===== src/rtl/midi_pkg.sv =====
// Shared MIDI definitions for the reader and writer paths: message types,
// message lengths and the standard bit rate.
package midi_pkg;

  localparam int MIDI_BAUD = 31250;

  typedef enum logic [2:0] {
    NOTE_OFF         = 3'd0,
    NOTE_ON          = 3'd1,
    POLY_PRESSURE    = 3'd2,
    CONTROL_CHANGE   = 3'd3,
    PROGRAM_CHANGE   = 3'd4,
    CHANNEL_PRESSURE = 3'd5,
    PITCH_BEND       = 3'd6,
    SYSTEM           = 3'd7
  } msg_type_e;

  typedef enum logic [2:0] {
    ST_IDLE,
    ST_SEND_STATUS,
    ST_SEND_DATA1,
    ST_SEND_DATA2,
    ST_DONE
  } writer_state_e;

  // Total bytes on the wire including status; 0 means the message is not sent.
  function automatic logic [1:0] msg_len(input msg_type_e t);
    case (t)
      PROGRAM_CHANGE, CHANNEL_PRESSURE: msg_len = 2'd2;
      SYSTEM:                           msg_len = 2'd0;
      default:                          msg_len = 2'd3;
    endcase
  endfunction

endpackage


===== src/rtl/uart_transmit.sv =====
// 8N1 UART serialiser: a trigger while idle starts one frame; busy_out drops
// on the clock edge that ends the stop bit.
module uart_transmit #(
  parameter int INPUT_CLOCK_FREQ = 100_000_000,
  parameter int BAUD_RATE        = midi_pkg::MIDI_BAUD
) (
  input  logic       clk_in,
  input  logic       rst_in,
  input  logic [7:0] data_byte_in,
  input  logic       trigger_in,
  output logic       busy_out,
  output logic       tx_wire_out
);

  localparam int BAUD_DIVISOR = INPUT_CLOCK_FREQ / BAUD_RATE;
  localparam int CW           = (BAUD_DIVISOR > 1) ? $clog2(BAUD_DIVISOR) : 1;
  localparam logic [CW-1:0] LAST_CNT = CW'(BAUD_DIVISOR - 1);

  logic          r_busy;
  logic          r_tx;
  logic [CW-1:0] r_cnt;
  logic [3:0]    r_bit_idx;
  logic [8:0]    r_shift;
  logic          w_bit_end;

  assign w_bit_end = (r_cnt == LAST_CNT);

  always_ff @(posedge clk_in) begin
    if (rst_in) begin
      r_busy    <= 1'b0;
      r_tx      <= 1'b1;
      r_cnt     <= '0;
      r_bit_idx <= '0;
    end else if (!r_busy) begin
      if (trigger_in) begin
        r_busy    <= 1'b1;
        r_tx      <= 1'b0;
        r_cnt     <= '0;
        r_bit_idx <= '0;
      end
    end else if (w_bit_end) begin
      r_cnt <= '0;
      // Index 9 is the stop bit; the frame ends when its period expires.
      if (r_bit_idx == 4'd9) begin
        r_busy <= 1'b0;
      end else begin
        r_bit_idx <= r_bit_idx + 4'd1;
        r_tx      <= r_shift[0];
      end
    end else begin
      r_cnt <= r_cnt + CW'(1);
    end
  end

  // Data bits followed by the stop bit, shifted out LSB first.
  always_ff @(posedge clk_in) begin
    if (!r_busy && trigger_in) begin
      r_shift <= {1'b1, data_byte_in};
    end else if (r_busy && w_bit_end) begin
      r_shift <= {1'b1, r_shift[8:1]};
    end
  end

  assign busy_out    = r_busy;
  assign tx_wire_out = r_tx;

endmodule


===== src/rtl/midi_writer.sv =====
// MIDI transmit path: frames one channel-voice message into status/data bytes,
// optionally suppressing repeated status bytes, and drives the UART serialiser.
module midi_writer
  import midi_pkg::*;
#(
  parameter int INPUT_CLOCK_FREQ = 100_000_000,
  parameter int BAUD_RATE        = MIDI_BAUD,
  parameter int RUNNING_STATUS   = 1
) (
  input  logic       clk_in,
  input  logic       rst_in,
  input  logic [2:0] msg_type_in,
  input  logic [3:0] channel_in,
  input  logic [7:0] data_byte1_in,
  input  logic [7:0] data_byte2_in,
  input  logic       valid_in,
  output logic       ready_out,
  output logic       busy_out,
  output logic       tx_wire_out
);

  writer_state_e r_state;
  logic          r_ready;
  logic          r_busy;
  logic          r_trigger;
  logic          r_launched;
  logic          r_rs_valid;
  logic [7:0]    r_rs_byte;
  logic [7:0]    r_status;
  logic [7:0]    r_data1;
  logic [7:0]    r_data2;
  logic          r_three_byte;
  logic [7:0]    r_tx_byte;

  msg_type_e     w_type;
  logic [7:0]    w_status;
  logic          w_accept;
  logic          w_skip_status;
  logic          w_uart_busy;
  logic          w_byte_done;
  logic          w_load_byte;
  logic [7:0]    w_load_val;

  assign w_type        = msg_type_e'(msg_type_in);
  assign w_status      = {1'b1, msg_type_in, channel_in};
  assign w_accept      = valid_in && r_ready;
  assign w_skip_status = (RUNNING_STATUS != 0) && r_rs_valid && (r_rs_byte == w_status);
  // A launched byte is finished once the trigger pulse has been seen and the serialiser is idle again.
  assign w_byte_done   = r_launched && !r_trigger && !w_uart_busy;

  // Chain the next byte on the byte-done cycle to keep the inter-byte gap short.
  always_comb begin
    w_load_byte = 1'b0;
    w_load_val  = r_data1;
    case (r_state)
      ST_SEND_STATUS: begin
        if (!r_launched) begin
          w_load_byte = 1'b1;
          w_load_val  = r_status;
        end else if (w_byte_done) begin
          w_load_byte = 1'b1;
          w_load_val  = r_data1;
        end
      end
      ST_SEND_DATA1: begin
        if (!r_launched) begin
          w_load_byte = 1'b1;
          w_load_val  = r_data1;
        end else if (w_byte_done && r_three_byte) begin
          w_load_byte = 1'b1;
          w_load_val  = r_data2;
        end
      end
      ST_SEND_DATA2: begin
        if (!r_launched) begin
          w_load_byte = 1'b1;
          w_load_val  = r_data2;
        end
      end
      default: ;
    endcase
  end

  always_ff @(posedge clk_in) begin
    if (rst_in) begin
      r_state    <= ST_IDLE;
      r_ready    <= 1'b1;
      r_busy     <= 1'b0;
      r_trigger  <= 1'b0;
      r_launched <= 1'b0;
      r_rs_valid <= 1'b0;
    end else begin
      r_trigger <= w_load_byte;
      if (w_load_byte) begin
        r_launched <= 1'b1;
      end else if (w_byte_done) begin
        r_launched <= 1'b0;
      end
      case (r_state)
        ST_IDLE: begin
          if (w_accept) begin
            if (w_type == SYSTEM) begin
              r_rs_valid <= 1'b0;
            end else begin
              r_ready <= 1'b0;
              r_busy  <= 1'b1;
              if (w_skip_status) begin
                r_state <= ST_SEND_DATA1;
              end else begin
                r_state    <= ST_SEND_STATUS;
                r_rs_valid <= 1'b1;
              end
            end
          end
        end
        ST_SEND_STATUS: if (w_byte_done) r_state <= ST_SEND_DATA1;
        ST_SEND_DATA1:  if (w_byte_done) r_state <= r_three_byte ? ST_SEND_DATA2 : ST_DONE;
        ST_SEND_DATA2:  if (w_byte_done) r_state <= ST_DONE;
        ST_DONE: begin
          r_state <= ST_IDLE;
          r_ready <= 1'b1;
          r_busy  <= 1'b0;
        end
        default: r_state <= ST_IDLE;
      endcase
    end
  end

  always_ff @(posedge clk_in) begin
    if (r_state == ST_IDLE && w_accept) begin
      r_status     <= w_status;
      r_data1      <= data_byte1_in & 8'h7F;
      r_data2      <= data_byte2_in & 8'h7F;
      r_three_byte <= (msg_len(w_type) == 2'd3);
      if (!w_skip_status) r_rs_byte <= w_status;
    end
    if (w_load_byte) r_tx_byte <= w_load_val;
  end

  uart_transmit #(
    .INPUT_CLOCK_FREQ(INPUT_CLOCK_FREQ),
    .BAUD_RATE       (BAUD_RATE)
  ) u_uart (
    .clk_in      (clk_in),
    .rst_in      (rst_in),
    .data_byte_in(r_tx_byte),
    .trigger_in  (r_trigger),
    .busy_out    (w_uart_busy),
    .tx_wire_out (tx_wire_out)
  );

  assign ready_out = r_ready;
  assign busy_out  = r_busy;

endmodule


===== config.mk =====
export PLATFORM = sky130hd
export DESIGN_NAME = midi_writer
export DESIGN_NICKNAME = d
export VERILOG_FILES = /design/src/rtl/midi_pkg.sv /design/src/rtl/uart_transmit.sv /design/src/rtl/midi_writer.sv
export SDC_FILE = /design/constraint.sdc
export NUM_CORES = 1
export LEC_CHECK = 0
export CAP_MARGIN = 20
export CORE_ASPECT_RATIO = 0.7
export CORE_MARGIN = 3
export CORE_UTILIZATION = 60
export DETAILED_ROUTE_END_ITERATION = 10
export GPL_ROUTABILITY_DRIVEN = 1
export HOLD_SLACK_MARGIN = 0.1
export PLACE_DENSITY_LB_ADDON = 0.3
export REMOVE_ABC_BUFFERS = 1
export SLEW_MARGIN = 20
export SYNTH_ARGS = -nofsm -noshare
export SYNTH_HDL_FRONTEND = slang
export SYNTH_SLANG_ARGS = --single-unit
export TNS_END_PERCENT = 100

===== constraint.sdc =====
create_clock -name clk_in -period 3.6 [get_ports clk_in]
set_input_delay 0.9 -clock clk_in [delete_from_list [all_inputs] [get_ports clk_in]]
set_output_delay 0.9 -clock clk_in [all_outputs]
set_load 0.05 [all_outputs]

==> run metrics, run 1 <==
outcome finished clean; pwr dens between 500 and 600 nW/µm²; CP max FO 4; Slew Viols, Final 0; CTS tree yes; EDFF count, synth 45; Placeable Area ~4900 µm²; clock sink count between 70 and 80; XOR/XNOR share of the synthesized area about 2.2%; Finish-stage setup viols 0; crit path DAT 1.54 ns; GRT Total Usage 20.6%; clock skew about 0.009 ns; IO buf count 26; first-pass GRT wire length around 9.4 mm; Tot Pwr approximately 2 mW; final setup TNS 0 ns; nets@finish slightly above 300; Post-CTS Resized 0; Synth Cell Area between 3000 and 4000 µm²; Initial DRT Pass Iterations 4; vias in the first global route approximately 2000; hold slack approximately 0.47 ns; DR WL/cell between 15 and 20 µm; post-synthesis compound-gate area fraction between 10% and 20%; Min-Delay Path Class reg -> reg; Worst-Skew Late Latency roughly 0.34 ns; critical path class reg -> out; worst-margin pin slew 0.799 ns; number of diodes 0; Pleak approximately 1.2 nW; worst setup margin 1.16 ns; Yosys reg bits 71; DP Worst Slack between 0.9 and 1 ns; largest cells by area after synthesis edfxtp_1, dfxtp_1, mux2i_1, a221o_1, mux2_2; Hold-fix buffers, CTS 0; vias per cell 5.95; Cell Rows 21; maximum vdd drop around 0.00037 V; DP HPWL roughly 3.8 mm; synth warn 0; Initial Util roughly 64%; Final ANT Viol Nets 0; Max transition margin a little under half; Worst setup SP type flip-flop; dpl cells between 300 and 400; crit path buf inv count 1; crit share post-route 67.8%; Core Util, Final 73.8%; Cell Count, Final, Fillers Out ~360; IO Count 29; most frequent cell after synthesis edfxtp_1; fraction of layout cells with a size suffix above 1 roughly an eighth; sequential area share after synthesis between 50% and 60%; Max-cap violations 0; Synth Area per Inst ~12 µm²; cell family with most CP delay buffers and inverters; Final Hold Viols 0; area share of fa/ha/maj cells after synthesis under 10%; Worst path max stage delay 0.82 ns; Post-synth top flop edfxtp_1; CP max stage cell clkdlybuf4s50_1; top cell type's share of synthesized area 42.9%; post-synth cell types a little under 60; Die W roughly 90 µm; Root Driver clkbuf_8; Clock H-tree levels 3; DRT Wirelength approximately 5.7 mm; Die ar. 6170 µm²; Post-Syn Instances between 200 and 300; grt ovf 0; Synth area leader edfxtp_1; Clock Tree Buf Depth 2; simple-gate area share of the yosys netlist between 15 and 20%; total CTS buffers 9; worst-path cell chain clkdlybuf4s50_1; CP Capture Type primary output; asr flop ratio synth 0%; 1st-iter DRT viols roughly 150; die height 66.6 µm; Max Clk Rate just over 400 MHz; setup bufs post-CTS 0; largest family of logic cells by synthesized area simple AND/OR/NAND/NOR gates; fin area roughly 3600 µm²; Reg clk slew, reported paths about 0.07 ns; DRC 0; RSZ-0062 raised after global routing false; vias about 2100; RD Place Congestion 0.779; fin crit period about 2.4 ns; most frequent cells after synthesis edfxtp_1, dfxtp_1, nor2_1; mux contribution to synthesized area under 10%; placed cell area roughly 3400 µm²; largest net degree at the start of global routing 26; CP required between 2 and 3 ns; antenna violations before repair 0; Syn-to-layout area delta 15.2%
## layout make-up
type | instances | area [µm²]
Sequential cell | 71 | 1870
Fill cell | 333 | 1290
Multi-Input combinational cell | 162 | 1150
Timing Repair Buffer | 29 | 283
Clock buffer | 10 | 138
Tap cell | 69 | 86.3
Clock inverter | 6 | 60.1
Inverter | 9 | 33.8
## final timing paths
kind | from | endpoint | slack (ns) | cells past startpoint
worst max-delay path | ready_out | ready_out | 1.16 | 1
worst min-delay path | busy_out | busy_out | 0.47 | 2
worst max register to register | u_uart.r_cnt[0] | u_uart.r_shift[1] | 1.28 | 4
worst min register to register | busy_out | busy_out | 0.47 | 2
## layer usage
layer	vias up	GRT usage, %	share of wire, %
met5	-	0	0
li1	1038	-	-
met1	1012	26.3	47
met4	0	11.7	1.3
met3	8	6.21	6.0
met2	61	31.5	45
## cell families (layout without fill, tap and decap cells)
logic type	Yosys count	after routing
AND/OR/NAND/NOR	81	81
flip-flops	71	71
AO/OA/AOI/OAI	54	54
buffers and inverters	23	54
multiplexers	16	16
XOR/XNOR	8	8
adder cells (fa/ha/maj)	3	3
## registers in the layout, summed over array words and instances, names as in the netlist, 3 cells and up
| register | cells |
|---|---|
| r_data1 | 7 |
| r_data2 | 7 |
| r_rs_byte | 7 |
| r_state | 3 |
| r_status | 7 |
| r_tx_byte | 8 |
| u_uart.r_bit_idx | 4 |
| u_uart.r_cnt | 12 |
| u_uart.r_shift | 8 |
## layout by cell type, fill, tap and decap left out, drive strengths merged, types with 8 or more instances in the layout
master,Yosys,final
o21ai,11,11
a21oi,8,8
a221o,8,8
nand4,8,8
inv,9,9
nor2,18,18
clkdlybuf4s50,0,26
nand3,8,8
clkbuf,10,10
dfxtp,26,26
mux2i,9,9
nand2,13,13
edfxtp,45,45
## power breakdown
| part | switching (mW) | internal [mW] |
|---|---|---|
| registers | 0.0568 | 0.988 |
| clock network | 0.287 | 0.335 |
| logic | 0.167 | 0.129 |
No activity file was read; power rests on OpenSTA's default activity.
==> inputs of run 2 (changes only) <==
Settings changed: CORE_UTILIZATION 60 to 51.
Clock period 3.6 ns to 2.2 ns, I/O delays scaled along.
==> run 2 against run 1 <==
Final area rose by 4.7%. Hold slack got worse by 0.0057 ns. Highest routed layer unchanged. Clock skew barely moved. Critical endpoint unchanged. Sequential share of layout area fell by 2.3 points. First-iteration DRC count fell by 32%. Critical path depth did not move.
==> run metrics, run 2 (synthesis gave the netlist of run 1 again) <==
outcome finished clean; most frequent cells in the layout edfxtp_1, dfxtp_1, clkdlybuf4s50_1; Worst-Skew Late Latency 0.34 ns (about the same); fin crit period between 2 and 2.5 ns; Die W 99.9 µm (+7.9%); worst-path cell chain clkdlybuf4s50_1; worst setup margin 0.119 ns (-1.04 ns); Top Registers u_uart.r_cnt: 12 flops, r_tx_byte: 8 flops, u_uart.r_shift: 8 flops; cell family with most CP delay buffers and inverters; Die ar. 7170 µm² (+16%); DP HPWL 4.16 mm (+8.7%); Cell Rows 23 (+9.5%); IO buf count 26 (unchanged); most common cell after layout, fill and taps aside edfxtp_1; max FFs per register 12 (unchanged); Reg clk slew, reported paths 0.07 ns (about the same); vias in the first global route 2127 (+6.8%); Placeable Area 5840 µm² (+19%); pwr dens 890 nW/µm² (+64%); 1st-iter DRT viols 101 (-32%); crit path DAT 1.53 ns (about the same); first-pass GRT wire length 10.3 mm (+8.9%); Max transition margin 39.4% (-7.3 points); CTS tree yes; Post-CTS Resized 0 (unchanged); hold slack 0.469 ns (-0.00573 ns); Clock H-tree levels 3 (unchanged); clock skew 0.00863 ns (-0.000110 ns); Clock Tree Buf Depth 2 (unchanged); Worst setup SP type flip-flop; fraction of layout cells with a size suffix above 1 17.1% (+4.9 points); clock sink count 71 (unchanged); RD Place Congestion 0.819 (+5.2%); RSZ-0062 raised after global routing false; Top reg by flops u_uart.r_cnt; grt ovf 0 (unchanged); final setup TNS 0 ns (unchanged); crit path buf inv count 1 (unchanged); worst-margin pin slew 0.903 ns (+0.104 ns); Hold-fix buffers, CTS 0 (unchanged); die height 71.7 µm (+7.7%); total CTS buffers 9 (unchanged); Final Hold Viols 0 (unchanged); GRT Total Usage 18.4% (-2.2 points); Worst path max stage delay 0.82 ns (about the same); Pleak 1.31 nW (+7.6%); vias per cell 5.66 (-4.9%); fill count 465 (+40%); CP Capture Type primary output; Max Clk Rate ~480 MHz; largest net degree at the start of global routing 26 (unchanged); Syn-to-layout area delta 20.6%; Final ANT Viol Nets 0 (unchanged); Core Util, Final 65.0% (-8.8 points); Initial DRT Pass Iterations 4 (unchanged); CP required 1.65 ns (-1.05 ns); CP max stage cell clkdlybuf4s50_1; Initial Util 53.9% (-10 points); vias 2146 (+1.3%); critical path class reg -> out; Min-Delay Path Class reg -> reg; Cell Count, Final, Fillers Out 379 (+6.5%); maximum vdd drop 0.000474 V (+28%); Slew Viols, Final 0 (unchanged); DRC 0 (unchanged); DP Worst Slack 0.0224 ns (-0.900 ns); DRT Wirelength 5.93 mm (+3.6%); IO Count 29 (unchanged); dpl cells 363 (+6.8%); CP max FO 4 (unchanged); antenna violations before repair 0 (unchanged); crit share post-route roughly 95%; Root Driver clkbuf_8; Max-cap violations 0 (unchanged); number of diodes 0 (unchanged); Finish-stage setup viols 0 (unchanged); DR WL/cell 15.6 µm (-2.7%); setup bufs post-CTS 0 (unchanged); nets@finish 328 (+5.5%)
## run 2: changes by cell type in the layout (fill, tap and decap cells not counted), sizes merged
cell and change:
bufinv +1, clkinv -2, clkinvlp +1, inv +1
buf +17, clkbuf -1
## run 2: power breakdown
part / switching, mW / internal (mW) / total [mW] / leakage, nW
sequential: 0.0688 / 1.62 / 1.68 / 0.632
combinational: 0.307 / 0.248 / 0.555 / 0.573
clock: 0.501 / 0.640 / 1.14 / 0.103
total: 0.877 / 2.50 / 3.38 / 1.31
## run 2: per-layer routing
layer | GRT usage [%] | share of wire [%] | routed length (µm) | vias up
met5 | 0 | 0 | 0 | -
met4 | 4.09 | 0.49 | 29 | 0
met3 | 6.42 | 4.0 | 236 | 2
met2 | 28.0 | 45 | 2650 | 37
met1 | 25.5 | 51 | 3010 | 1039
li1 | - | - | - | 1068
## run 2: cell type report
type	count	area (µm²)	share of cell area, %
tap	75	93.8	2.47
timing repair buffer	46	423	11.1
sequential	71	1870	49.3
clock inverter	7	96.3	2.54
multi-input combinational	162	1150	30.4
inverter	9	33.8	0.890
clock buffer	9	124	3.26
## run 2: final timing paths
kind                  endpoint       start  slack (ns)  cells after the start
setup / recovery     ready_out   ready_out        0.12                      1
hold / removal        busy_out    busy_out        0.47                      2
setup reg to reg  r_tx_byte[1]  r_launched        0.26                      4
hold reg to reg       busy_out    busy_out        0.47                      2
## run 2: metrics by stage
| step | total power [mW] | cell area, µm² |
|---|---|---|
| finish | 3.38 | 3800 |
| global route | 3.54 | 3800 |
| CTS | 3.41 | 3800 |
| detailed placement | 2.27 | 3580 |
| global placement | 2.25 | 3580 |
| floorplan | 2.04 | 3060 |
==> inputs of run 3 (changes only) <==
Settings changed: CORE_ASPECT_RATIO 0.7 to unset, CORE_UTILIZATION 51 to 45.
==> run 3 against run 2 <==
Maximum frequency decreased by 0.37%. Final cell count increased by 4.5%. Non-clock buffer count decreased by 1. Largest power group unchanged.
==> run metrics, run 3 (synthesis gave the netlist of run 1 again) <==
outcome finished clean; Max Used Layer met4; multi-input logic area 1150 µm² (unchanged); IO buf count 26 (unchanged); met1 WL 2.60 mm (-14%); vias in the first global route 2083 (-2.1%); RSZ-0062 raised after global routing false; Syn-to-layout area delta 20.0%; Hold-fix buffers, CTS 0 (unchanged); Max Clk Rate 479 MHz (-0.37%); DRC 0 (unchanged); Min-Delay Path Class reg -> reg; DR WL met2 2.68 mm (+1.3%); critical path class reg -> out; Max-cap violations 0 (unchanged); Clk network pwr share 31.8% (-2.0 points); grt ovf 0 (unchanged); Worst-Skew Late Latency 0.34 ns (about the same); max FFs per register 12 (unchanged); Pleak 1.30 nW (-1.0%); WL met3 148 µm (-37%); nets@finish 327 (-0.30%); largest net degree at the start of global routing 26 (unchanged); CP Capture Type primary output; switching fraction of total power 26.5% (+0.58 points); CTS tree yes; Placeable Area 6570 µm² (+12%); Clock H-tree levels 3 (unchanged); Top Registers u_uart.r_cnt: 12 flops, r_tx_byte: 8 flops, u_uart.r_shift: 8 flops; maximum vdd drop 0.000446 V (-5.9%); DRT Wirelength 5.55 mm (-6.4%); internal power 2.39 mW (-4.5%); fin crit period 2.09 ns (+0.00769 ns); crit share post-route 94.9% (+0.35 points); worst-path cell chain clkdlybuf4s50_1; Final ANT Viol Nets 0 (unchanged); CP max FO 4 (unchanged); CP max stage cell clkdlybuf4s50_1; Register Area 1870 µm² (unchanged); RD Place Congestion 0.773 (-5.6%); final setup TNS 0 ns (unchanged); number of diodes 0 (unchanged); crit path buf inv count 1 (unchanged); placed cell area 3580 µm² (about the same); first-pass GRT wire length 9.63 mm (-6.2%); Post-CTS Resized 0 (unchanged); Final Hold Viols 0 (unchanged); NetSw 0.863 mW (-1.6%); most frequent cells in the layout edfxtp_1, dfxtp_1, clkdlybuf4s50_1; Reg clk slew, reported paths 0.07 ns (about the same); DP HPWL 3.96 mm (-4.8%); logic gate share of total power 16.4% (about the same); Die ar. 8040 µm² (+12%); Finish-stage setup viols 0 (unchanged); most common cell after layout, fill and taps aside edfxtp_1; 1st-iter DRT viols 124 (+23%); total CTS buffers 9 (unchanged); Root Driver clkbuf_8; pwr dens 861 nW/µm² (-3.3%); Slew Viols, Final 0 (unchanged); Initial Util 47.9% (-6.0 points); IO Count 29 (unchanged); Clock Tree Buf Depth 2 (unchanged); vias per cell 5.34 (-5.7%); DR WL/cell 14.0 µm (-10%); Worst path max stage delay 0.82 ns (about the same); fin area 3780 µm² (-0.53%); GRT Total Usage 15.8% (-2.6 points); Worst setup SP type flip-flop; cell family with most CP delay buffers and inverters; Max transition margin 36.4% (-3.0 points); setup bufs post-CTS 0 (unchanged); Reg power frac 51.9% (+2.1 points); Cell Rows 29 (+26%); CP required 1.65 ns (about the same); antenna violations before repair 0 (unchanged); fraction of layout cells with a size suffix above 1 16.8% (-0.27 points); crit path DAT 1.54 ns (about the same); Die W 89.6 µm (-10%); die height 89.6 µm (+25%); clock sink count 71 (unchanged); fill count 564 (+21%); vias 2114 (-1.5%); worst-margin pin slew 0.947 ns (+0.0445 ns); Tot Pwr 3.25 mW (-3.8%); clock skew 0.0112 ns (+0.00259 ns); Initial DRT Pass Iterations 4 (unchanged); Top reg by flops u_uart.r_cnt
[run 3: cell types whose count changed in the layout (fill, tap and decap cells not counted)]
| cell | change |
|---|---|
| clkinv_2 | +1 |
| clkinv_1 | -1 |
| buf_12 | -1 |
| clkbuf_1 | +1 |
| clkinvlp_4 | -2 |
| clkinv_4 | +2 |
| bufinv_16 | -1 |
[run 3: final cells by class]
class	count	share of cell area [%]
inverter	9	0.895
multi-input combinational	162	30.6
tap	93	3.08
clock buffer	10	3.38
clock inverter	6	1.86
timing repair buffer	45	10.7
sequential	71	49.6
[run 3: power by group through the flow]
stage | Clock [mW] | Sequential, mW | Combinational (mW)
floorplan | 0 | 1.74 | 0.299
global placement | 0 | 1.71 | 0.525
detailed placement | 0 | 1.72 | 0.535
CTS | 1.05 | 1.69 | 0.538
global route | 1.11 | 1.71 | 0.592
finish | 1.03 | 1.69 | 0.532
[run 3: layer usage]
metal | vias up | GRT usage, %
li1 | 1064 | -
met1 | 1008 | 20.1
met2 | 32 | 25.1
met3 | 10 | 3.65
met4 | 0 | 8.12
met5 | - | 0
[run 3: path summary, 6_finish.rpt]
kind | startpoint | end | slack [ns] | cells after the start
worst max register to register | r_trigger | r_tx_byte[3] | 0.31 | 4
worst max-delay path | ready_out | ready_out | 0.11 | 1
worst min register to register | busy_out | busy_out | 0.48 | 2
worst min-delay path | busy_out | busy_out | 0.48 | 2
[run 3: per-stage QoR]
stage	hold WS [ns]	std cells	utilization (%)	setup slack, ns
after global placement	0.462	380	54.5	-0.0128
after floorplan	0.452	242	-	-0.187
final	0.476	396	57.5	0.111
after CTS	0.482	396	57.5	0.0900
after detailed placement	0.464	380	54.5	-0.0720
after global routing	0.523	396	57.5	0.0559
